--- src/rtl/seg_status_display.sv ---
// seg_status_display: seven-segment status driver for the equaliser demo. It shows
// the band name (static or scrolling) and gain text. The gain field blinks for a
// hold period after any selection change.
// Ports: i_clk/i_rst_n (async active-low); i_sel_band[1:0], i_sel_gain[2:0] are raw
// switch inputs; o_hex[NUM_DIGITS-1:0] are active-low {g,f,e,d,c,b,a}, and the
// MSB index is the leftmost digit. o_hold is high while blinking. o_changed is a
// one-cycle change pulse.
// Option: define SEG_BLINK_EN to build the HOLD/blink state machine. Without it,
// the gain field is steady and o_hold is tied low.
module seg_status_display #(
  parameter int NUM_DIGITS = 8,
  parameter int TICK_DIV   = 50000,
  parameter int SCROLL_MS  = 300,
  parameter int BLINK_MS   = 250,
  parameter int HOLD_MS    = 2000
) (
  input  logic                       i_clk,
  input  logic                       i_rst_n,
  input  logic [1:0]                 i_sel_band,
  input  logic [2:0]                 i_sel_gain,
  output logic [NUM_DIGITS-1:0][6:0] o_hex,
  output logic                       o_hold,
  output logic                       o_changed
);
  localparam int W  = NUM_DIGITS - 3;
  localparam int PW = $clog2(TICK_DIV + 1);
  localparam int SW = $clog2(SCROLL_MS + 1);
  localparam logic [PW-1:0] PRE_LAST    = PW'(TICK_DIV - 1);
  localparam logic [SW-1:0] SCROLL_LAST = SW'(SCROLL_MS - 1);

  localparam logic [6:0] BL = 7'b1111111, G0 = 7'b1000000, G1 = 7'b1111001;
  localparam logic [6:0] G2 = 7'b0100100, G6 = 7'b0000010, DASH = 7'b0111111;
  localparam logic [6:0] GB = 7'b0000000, GA = 7'b0001000, GS = 7'b0010010;
  localparam logic [6:0] GC = 7'b1000110, GE = 7'b0000110, GN = 7'b1001000;
  localparam logic [6:0] GH = 7'b0001001, GI = 7'b1001111, GG = 7'b1000010;

  // Character c (0..3) of the band name; any other position is blank.
  function automatic logic [6:0] band_glyph(input logic [1:0] b, input int c);
    band_glyph = BL;
    case (b)
      2'b00: case (c) 0: band_glyph = GB; 1: band_glyph = GA; 2, 3: band_glyph = GS; default: ; endcase
      2'b01: case (c) 0: band_glyph = GC; 1: band_glyph = GE; 2: band_glyph = GN; default: ; endcase
      2'b10: case (c) 0, 3: band_glyph = GH; 1: band_glyph = GI; 2: band_glyph = GG; default: ; endcase
      default: ;
    endcase
  endfunction

  function automatic logic [2:0][6:0] gain_glyphs(input logic [2:0] g);
    case (g)
      3'b000:  gain_glyphs = {BL, BL, G0};
      3'b001:  gain_glyphs = {BL, BL, G6};
      3'b010:  gain_glyphs = {BL, G1, G2};
      3'b011:  gain_glyphs = {DASH, G1, G2};
      3'b100:  gain_glyphs = {BL, DASH, G6};
      default: gain_glyphs = {BL, BL, BL};
    endcase
  endfunction

  // {band, gain} packed together through the synchroniser and change detector.
  logic [4:0]                 sync1, sync2, sel_q;
  logic [PW-1:0]              pre;
  logic [2:0]                 idx, idx_n;
  logic [SW-1:0]              scnt, scnt_n;
  logic                       tick, changed, band_changed, vis_n, hold_n;
  logic [NUM_DIGITS-1:0][6:0] hex_n;

  assign tick         = (pre == PRE_LAST);
  assign changed      = (sync2 != sel_q);
  assign band_changed = (sync2[4:3] != sel_q[4:3]);

  // Scroll position. A band change or an invalid band pins it to the start.
  always_comb begin
    idx_n  = idx;
    scnt_n = scnt;
    if (band_changed || sync2[4:3] == 2'b11) begin
      idx_n  = '0;
      scnt_n = '0;
    end else if (tick) begin
      if (scnt == SCROLL_LAST) begin
        scnt_n = '0;
        idx_n  = (idx == 3'd4) ? 3'd0 : idx + 3'd1;
      end else begin
        scnt_n = scnt + SW'(1);
      end
    end
  end

`ifdef SEG_BLINK_EN
  localparam int HW = $clog2(HOLD_MS + 1);
  localparam int BW = $clog2(BLINK_MS + 1);
  localparam logic [HW-1:0] HOLD_LAST  = HW'(HOLD_MS - 1);
  localparam logic [BW-1:0] BLINK_LAST = BW'(BLINK_MS - 1);

  typedef enum logic {IDLE, HOLD} state_t;
  state_t        state, state_n;
  logic [HW-1:0] hcnt, hcnt_n;
  logic [BW-1:0] bcnt, bcnt_n;
  logic          vis;

  always_comb begin
    state_n = state;
    hcnt_n  = hcnt;
    bcnt_n  = bcnt;
    vis_n   = vis;
    if (changed) begin
      // A change (first or repeated) always restarts the hold from a visible phase.
      state_n = HOLD;
      hcnt_n  = '0;
      bcnt_n  = '0;
      vis_n   = 1'b1;
    end else if (state == HOLD && tick) begin
      if (hcnt == HOLD_LAST) begin
        state_n = IDLE;
        hcnt_n  = '0;
        bcnt_n  = '0;
        vis_n   = 1'b1;
      end else begin
        hcnt_n = hcnt + HW'(1);
        if (bcnt == BLINK_LAST) begin
          bcnt_n = '0;
          vis_n  = ~vis;
        end else begin
          bcnt_n = bcnt + BW'(1);
        end
      end
    end
  end

  assign hold_n = (state_n == HOLD);

  always_ff @(posedge i_clk or negedge i_rst_n) begin
    if (!i_rst_n) begin
      state <= IDLE;
      hcnt  <= '0;
      bcnt  <= '0;
      vis   <= 1'b1;
    end else begin
      state <= state_n;
      hcnt  <= hcnt_n;
      bcnt  <= bcnt_n;
      vis   <= vis_n;
    end
  end
`else
  assign vis_n  = 1'b1;
  assign hold_n = 1'b0;
`endif

  // Render from next-state values so the new text, scroll start and visible phase
  // all appear on the same edge as o_changed.
  always_comb begin
    hex_n = '1;
    for (int p = 0; p < W; p++)
      hex_n[NUM_DIGITS-1-p] = band_glyph(sync2[4:3], (W >= 4) ? p : (int'(idx_n) + p) % 5);
    if (vis_n) hex_n[2:0] = gain_glyphs(sync2[2:0]);
  end

  always_ff @(posedge i_clk or negedge i_rst_n) begin
    if (!i_rst_n) begin
      sync1     <= '0;
      sync2     <= '0;
      sel_q     <= '0;
      pre       <= '0;
      idx       <= '0;
      scnt      <= '0;
      o_hex     <= '1;
      o_hold    <= 1'b0;
      o_changed <= 1'b0;
    end else begin
      sync1     <= {i_sel_band, i_sel_gain};
      sync2     <= sync1;
      sel_q     <= sync2;
      pre       <= tick ? '0 : pre + PW'(1);
      idx       <= idx_n;
      scnt      <= scnt_n;
      o_hex     <= hex_n;
      o_hold    <= hold_n;
      o_changed <= changed;
    end
  end
endmodule
--- config.mk ---
export PLATFORM = sky130hd
export DESIGN_NAME = seg_status_display
export DESIGN_NICKNAME = d
export VERILOG_FILES = /design/src/rtl/seg_status_display.sv
export SDC_FILE = /design/constraint.sdc
export NUM_CORES = 1
export LEC_CHECK = 0
export CORE_MARGIN = 2
export CORE_UTILIZATION = 30
export DETAILED_ROUTE_END_ITERATION = 7
export HOLD_SLACK_MARGIN = 0.1
export PLACE_DENSITY = 0.75
export SETUP_SLACK_MARGIN = 0.5
export SYNTH_ARGS = -nofsm -noshare
export SYNTH_HDL_FRONTEND = slang
export SYNTH_SLANG_ARGS = --single-unit
--- constraint.sdc ---
create_clock -name i_clk -period 1.07 [get_ports i_clk]
set_input_delay 0.214 -clock i_clk [delete_from_list [all_inputs] [get_ports i_clk]]
set_output_delay 0.214 -clock i_clk [all_outputs]
set_load 0.03 [all_outputs]
==> results of run 1 <==
## registers in the layout, summed over array words and instances, names as in the netlist
| name | flops |
|---|---|
| sync1 | 5 |
| o_hex | 15 |
| o_changed | 1 |
| sel_q | 5 |
| sync2 | 5 |
## routing by layer
| metal | wire length (um) | vias to the layer above | track usage | share of wire |
|---|---|---|---|---|
| met1 | 778 | 339 | 0.09645 | 0.36 |
| met4 | 21 | 0 | 0.06289 | 0.0096 |
| met5 | 0 | - | 0 | 0 |
| met3 | 146 | 2 | 0.03561 | 0.067 |
| li1 | - | 335 | - | - |
| met2 | 1237 | 34 | 0.1495 | 0.57 |
## cells in the final DEF (no fill, tap or decap), drive strengths merged, types with 2 or more instances in the layout
cell type,Yosys,layout
buf,43,51
conb,2,18
dfrtp,16,16
dfstp,15,15
clkbuf,0,8
inv,7,7
ha,6,6
clkdlybuf4s50,0,6
xor2,4,4
nor2,2,2
or2,2,2
xnor2,2,2
nand2b,2,2
## stage by stage
stage,hold WS [ns],std cells
CTS,0.2913,195
finish,0.2883,197
global placement,0.3331,180
global route,0.2957,197
detailed placement,0.3347,180
floorplan,-0.08159,123
## layout make-up
type / instances / area (um^2) / area share
multi-input cells: 42 / 369.1 / 0.1867
inverters: 7 / 31.28 / 0.01582
clock buffers: 8 / 100.1 / 0.05063
well taps: 52 / 65.06 / 0.03291
repair buffers: 57 / 610.6 / 0.3089
flip-flops and latches: 31 / 800.8 / 0.4051
## how the worst max path moves through the flow
stage                        start                  end  slack [ns]  cells after the start
2_1_floorplan  o_hex[54]$_DFF_PN1_            o_hex[37]        0.01                      1
3_3_place_gp    sync2[3]$_DFF_PN0_  o_hex[52]$_DFF_PN1_        0.06                      3
3_5_place_dp    sync2[3]$_DFF_PN0_  o_hex[52]$_DFF_PN1_        0.03                      3
4_1_cts        o_hex[54]$_DFF_PN1_            o_hex[35]       -0.20                      1
5_1_grt        o_hex[54]$_DFF_PN1_            o_hex[46]       -0.23                      1
6_report       o_hex[31]$_DFF_PN1_            o_hex[31]       -0.19                      1
## logic make-up after synthesis
family	count (synthesis)	synth area share
AO/OA/AOI/OAI	1	0.006489
buffers and inverters	50	0.2567
other	2	0.005563
XOR/XNOR	6	0.03892
adder cells (fa/ha/maj)	6	0.05561
AND/OR/NAND/NOR	11	0.04818
flip-flops	31	0.5885
## power groups by stage
stage	Combinational, mW	Clock [mW]	Sequential [mW]
after detailed placement	0.565	0	1.34
after CTS	0.656	1.02	1.34
final	0.678	0.987	1.34
after floorplan	0.428	0	1.42
after global placement	0.560	0	1.34
after global routing	0.714	1.07	1.35
## what timing repair did
| item | in CTS | in global routing |
|---|---|---|
| pin swaps | 10 | 8 |
| setup buffers | 7 | 2 |
| endpoints found under the setup margin | 61 | 61 |
| gates resized for setup | 49 | 3 |
| hold endpoints to repair | 0 | 0 |
==> run summary, run 1 <==
CTS tree -> yes
RSZ-0062 raised after global routing -> true
Largest area contributor in the synthesized netlist -> sky130_fd_sc_hd__dfrtp_1
Data arrival time of the worst path -> 1.04 ns
Global-route wire length before repair -> 3408 um
Maximum number of pins on one net before global-route repair -> 32
Setup TNS Final -> -5.240 ns
Mapped Avg Cell Area -> 12.62 um^2
Number of nets at the end of the flow -> 157
Global-route usage over all layers -> 0.09132
End-of-flow core utilization -> 0.4540
Shortest period the worst path allows -> 1.257 ns
Maximum clock rate -> 0.7958 GHz
R2R Path End -> o_hex[51]$_DFF_PN1_
Final worst-path cycle share -> 1.174
Total congestion overflow after global routing -> 0
Slowest library cell on the worst path -> sky130_fd_sc_hd__dfstp_2
Max incr delay on CP -> 0.59 ns
Worst-skew pair later-pin latency -> 0.28 ns
Cts bufs inserted -> 5
Switching power -> 864.5 uW
Number of distinct library cell variants in the gate-level netlist after synthesis -> 19
Effective utilization at floorplan -> 0.3101
Final cell area excluding filler cells -> 1977 um^2
Internal power contribution -> 2.137 mW
Horiz. Die Dim -> 71.09 um
Buffer and inverter count on the worst path -> 1
CTS sink count -> 31
Areal power density over the cells -> 1518 nW/um^2
# rows -> 24
Number of failing hold endpoints at the final stage -> 0
Ratio of cells with drive above 1 in the final layout -> 0.6690
Minimum setup slack among reg-to-reg paths -> 0 ns
Clock network fraction of design power -> 0.329
Number of synthesis warnings -> 0
Die H -> 71.09 um
Post-place instance area -> 1603 um^2
Fill cells -> 390
Aggregate routed wire length -> 2184 um
Core Region -> 4354 um^2
Max-slew violations -> 0
Class of the most critical hold timing path -> in -> async
Number of antenna diodes -> 0
Place WS -> 0.02923 ns
Gp weighted congestion -> 0.6386
VDD IR max -> 0.8040 mV
Violations in the final reports -> negative setup slack
Startpoint type of the worst setup path -> flip-flop
Netlist area before placement -> 1350 um^2
Maximum root-to-sink buffer count -> 2
Final setup fails -> 39
Number of input and output port buffers inserted -> 46
Routed length per instance -> 11.09 um
Initial antenna violation count -> 0
Number of levels the H-tree was split into -> 2
Crit path max fanout -> 5
Maximum Capacitance Violations -> 0
Overall Power -> 3.001 mW
Switching part of the total power -> 0.2881
Hold-fix buffer count after cts -> 0
Sequential area share after synthesis -> 0.5885
Full die area -> 5053 um^2
Number of top-level pins -> 65
Synth area leaders -> sky130_fd_sc_hd__dfrtp_1, sky130_fd_sc_hd__dfstp_2, sky130_fd_sc_hd__buf_4
Area grow syn2layout -> 46.43%
EDFF count, synth -> 0
Setup WS post-layout -> -0.1866 ns
Data required time of the worst path -> 0.86 ns
Via count -> 710
Most used DFF post-synth -> sky130_fd_sc_hd__dfrtp_1
Final clock skew -> 0.009508 ns
Leading post-synthesis cells by instance count -> sky130_fd_sc_hd__buf_4, sky130_fd_sc_hd__dfrtp_1, sky130_fd_sc_hd__dfstp_2
Top cell type's share of synthesized area -> 0.2966
Antenna viol nets, final -> 0
Worst reg2reg path startpoint -> sync2[3]$_DFF_PN0_
DRC violation total after the first TritonRoute iteration -> 13
Drt pass-1 iters -> 4
Avg Vias per Cell -> 3.604
Cell depth of the worst flop-to-flop path -> 3
Most frequent cell after synthesis -> sky130_fd_sc_hd__buf_4
Share of async-settable or async-resettable flops after synthesis -> 1.000
Crit end category -> output pin
Post-synthesis cell count -> 107
DRC -> 0
Clock-pin slew reported for the worst setup and hold paths after clock tree synthesis -> 0.07 ns
Static leakage -> 0.9066 nW
Part of the power in combinational logic -> 0.226
Sequential cell fraction of total power -> 0.445
Root Buffer -> sky130_fd_sc_hd__clkbuf_8
Post-synthesis sequential element count -> 31
Outcome -> complete, but fails checks
Category of cells accounting for the largest share of critical-path delay -> flip-flops
Number of global-route vias before repair -> 696
DP Wirelength -> 1403 um
Worst setup path class -> reg -> out
Cell breakdown of the critical path -> buf_4
(Power assumes the default switching activity.)
==> run 2: changes to the inputs <==
- CORE_UTILIZATION: 30 -> 36
- PLACE_DENSITY: 0.75 -> 0.85
- REMOVE_ABC_BUFFERS: unset -> 1
==> run summary, run 2 (synthesis gave the netlist of run 1 again) <==
Outcome -> complete, but fails checks
Violations in the final reports -> negative setup slack
Tightest hold margin -> 0.03693 ns
Startpoint type of the worst setup path -> flip-flop
Number of antenna diodes -> 0
Register with the highest flop count -> o_hex
Crit end category -> output pin
Initial antenna violation count -> 0
Gp weighted congestion -> 0.6810
Antenna viol nets, final -> 0
Area taken by multi-input logic gates -> 366.6 um^2
Worst setup path class -> reg -> out
Buffer and inverter count on the worst path -> 1
Max incr delay on CP -> 0.61 ns
Avg Vias per Cell -> 3.816
DRC -> 0
CTS tree -> yes
Final clock skew -> 0.006049 ns
Number of input and output port buffers inserted -> 46
Maximum root-to-sink buffer count -> 2
Sequential cell fraction of total power -> 0.442
Cell breakdown of the critical path -> buf_6
Data required time of the worst path -> 0.86 ns
Maximum number of pins on one net before global-route repair -> 14
Area grow syn2layout -> 51.07%
Class of the most critical hold timing path -> in -> async
Crit path max fanout -> 5
Horiz. Die Dim -> 65.24 um
Clock network fraction of design power -> 0.327
CTS sink count -> 31
Effective utilization at floorplan -> 0.3716
# rows -> 22
Part of the power in combinational logic -> 0.232
Global-route wire length before repair -> 3174 um
Fill cells -> 307
Root Buffer -> sky130_fd_sc_hd__clkbuf_8
Global-route usage over all layers -> 0.1052
Final setup fails -> 39
Ratio of cells with drive above 1 in the final layout -> 0.6824
End-of-flow core utilization -> 0.5613
Number of levels the H-tree was split into -> 2
Switching part of the total power -> 0.2881
Final cell area excluding filler cells -> 2039 um^2
Category of cells accounting for the largest share of critical-path delay -> flip-flops
Data arrival time of the worst path -> 1.04 ns
Place WS -> -0.05315 ns
Total congestion overflow after global routing -> 0
Flip-flop count of the largest register after layout -> 15
Core Region -> 3633 um^2
DRC violation total after the first TritonRoute iteration -> 12
Shortest period the worst path allows -> 1.256 ns
Maximum clock rate -> 0.7962 GHz
Maximum Capacitance Violations -> 0
Full die area -> 4256 um^2
Die H -> 65.24 um
Drt pass-1 iters -> 4
RSZ-0062 raised after global routing -> true
Leading cell type in the layout, fill and taps excluded -> sky130_fd_sc_hd__buf_6
Aggregate routed wire length -> 2096 um
Internal power contribution -> 2.164 mW
Number of top-level pins -> 65
Most used cells in the layout excluding fill and tap cells -> sky130_fd_sc_hd__buf_6, sky130_fd_sc_hd__conb_1, sky130_fd_sc_hd__dfstp_2, sky130_fd_sc_hd__dfrtp_1, sky130_fd_sc_hd__buf_4
Register area -> 799.5 um^2
Areal power density over the cells -> 1491 nW/um^2
Worst-skew pair later-pin latency -> 0.28 ns
Post-place instance area -> 1580 um^2
Slowest library cell on the worst path -> sky130_fd_sc_hd__dfstp_2
Setup WS post-layout -> -0.1860 ns
Max-slew violations -> 0
Number of nets at the end of the flow -> 160
Cts bufs inserted -> 5
Number of global-route vias before repair -> 706
Switching power -> 875.7 uW
Clock-pin slew reported for the worst setup and hold paths after clock tree synthesis -> 0.06 ns
VDD IR max -> 0.8755 mV
Final worst-path cycle share -> 1.174
Number of failing hold endpoints at the final stage -> 0
Via count -> 748
DP Wirelength -> 1392 um
Routed length per instance -> 10.69 um
Static leakage -> 0.9482 nW
-- run 2: cell count changes in the layout (fill, tap and decap cells not counted), sizes merged --
cell	delta
buf	+2
bufbuf	+1
clkbuf	-1
clkdlybuf4s50	-1
clkinvlp	+1
dlygate4sd2	+1
-- run 2: area by class of cell --
type	instances	area share
Sequential cell	31	0.3920
Timing Repair Buffer	60	0.3337
Multi-Input combinational cell	42	0.1798
Clock buffer	7	0.04724
Tap cell	48	0.02945
Inverter	7	0.01411
Clock inverter	1	0.003681
-- run 2: through the flow --
| stage | setup TNS, ns | total power [mW] | cells |
|---|---|---|---|
| after floorplan | -3.265 | 1.667 | 80 |
| after global placement | 0 | 1.896 | 180 |
| after detailed placement | -0.09124 | 1.909 | 180 |
| after CTS | -5.668 | 3.021 | 192 |
| after global routing | -6.620 | 3.154 | 196 |
| final | -5.380 | 3.040 | 196 |
-- run 2: repair_timing --
action | CTS | global route
cloned | 1 | 0
buffers inserted | 3 | 4
gates resized for setup | 61 | 9
setup endpoints to repair | 67 | 61
hold endpoints to repair | 3 | 3
pin swaps | 9 | 7
-- run 2: power by group through the flow --
stage	registers (mW)	logic, mW	clock network, mW
after global placement	1.33	0.562	0
final	1.34	0.704	0.993
after CTS	1.34	0.670	1.01
after global routing	1.35	0.740	1.06
after detailed placement	1.34	0.567	0
after floorplan	1.53	0.133	0
-- run 2: worst paths after layout --
kind | end | startpoint | slack [ns] | cells past startpoint
worst max-delay path | o_hex[44] | o_hex[31]$_DFF_PN1_ | -0.19 | 1
worst min-delay path | sync2[3]$_DFF_PN0_ | i_rst_n | 0.04 | 2
worst max register to register | o_hex[52]$_DFF_PN1_ | sync2[4]$_DFF_PN0_ | 0 | 3
worst min register to register | sync2[0]$_DFF_PN0_ | sync1[0]$_DFF_PN0_ | 0.35 | 0
max in group asynchronous | o_hex[54]$_DFF_PN1_ | i_rst_n | 0.68 | 3
min in group i_clk | sync2[0]$_DFF_PN0_ | sync1[0]$_DFF_PN0_ | 0.35 | 0
-- run 2: routing by layer --
layer / vias to the layer above / track usage / wire [um] / part of all wire
met5: - / 0 / 0 / 0
met1: 348 / 0.09497 / 694 / 0.33
li1: 341 / - / - / -
met4: 0 / 0.07813 / 61 / 0.029
met2: 53 / 0.1901 / 1120 / 0.53
met3: 6 / 0.03767 / 220 / 0.10
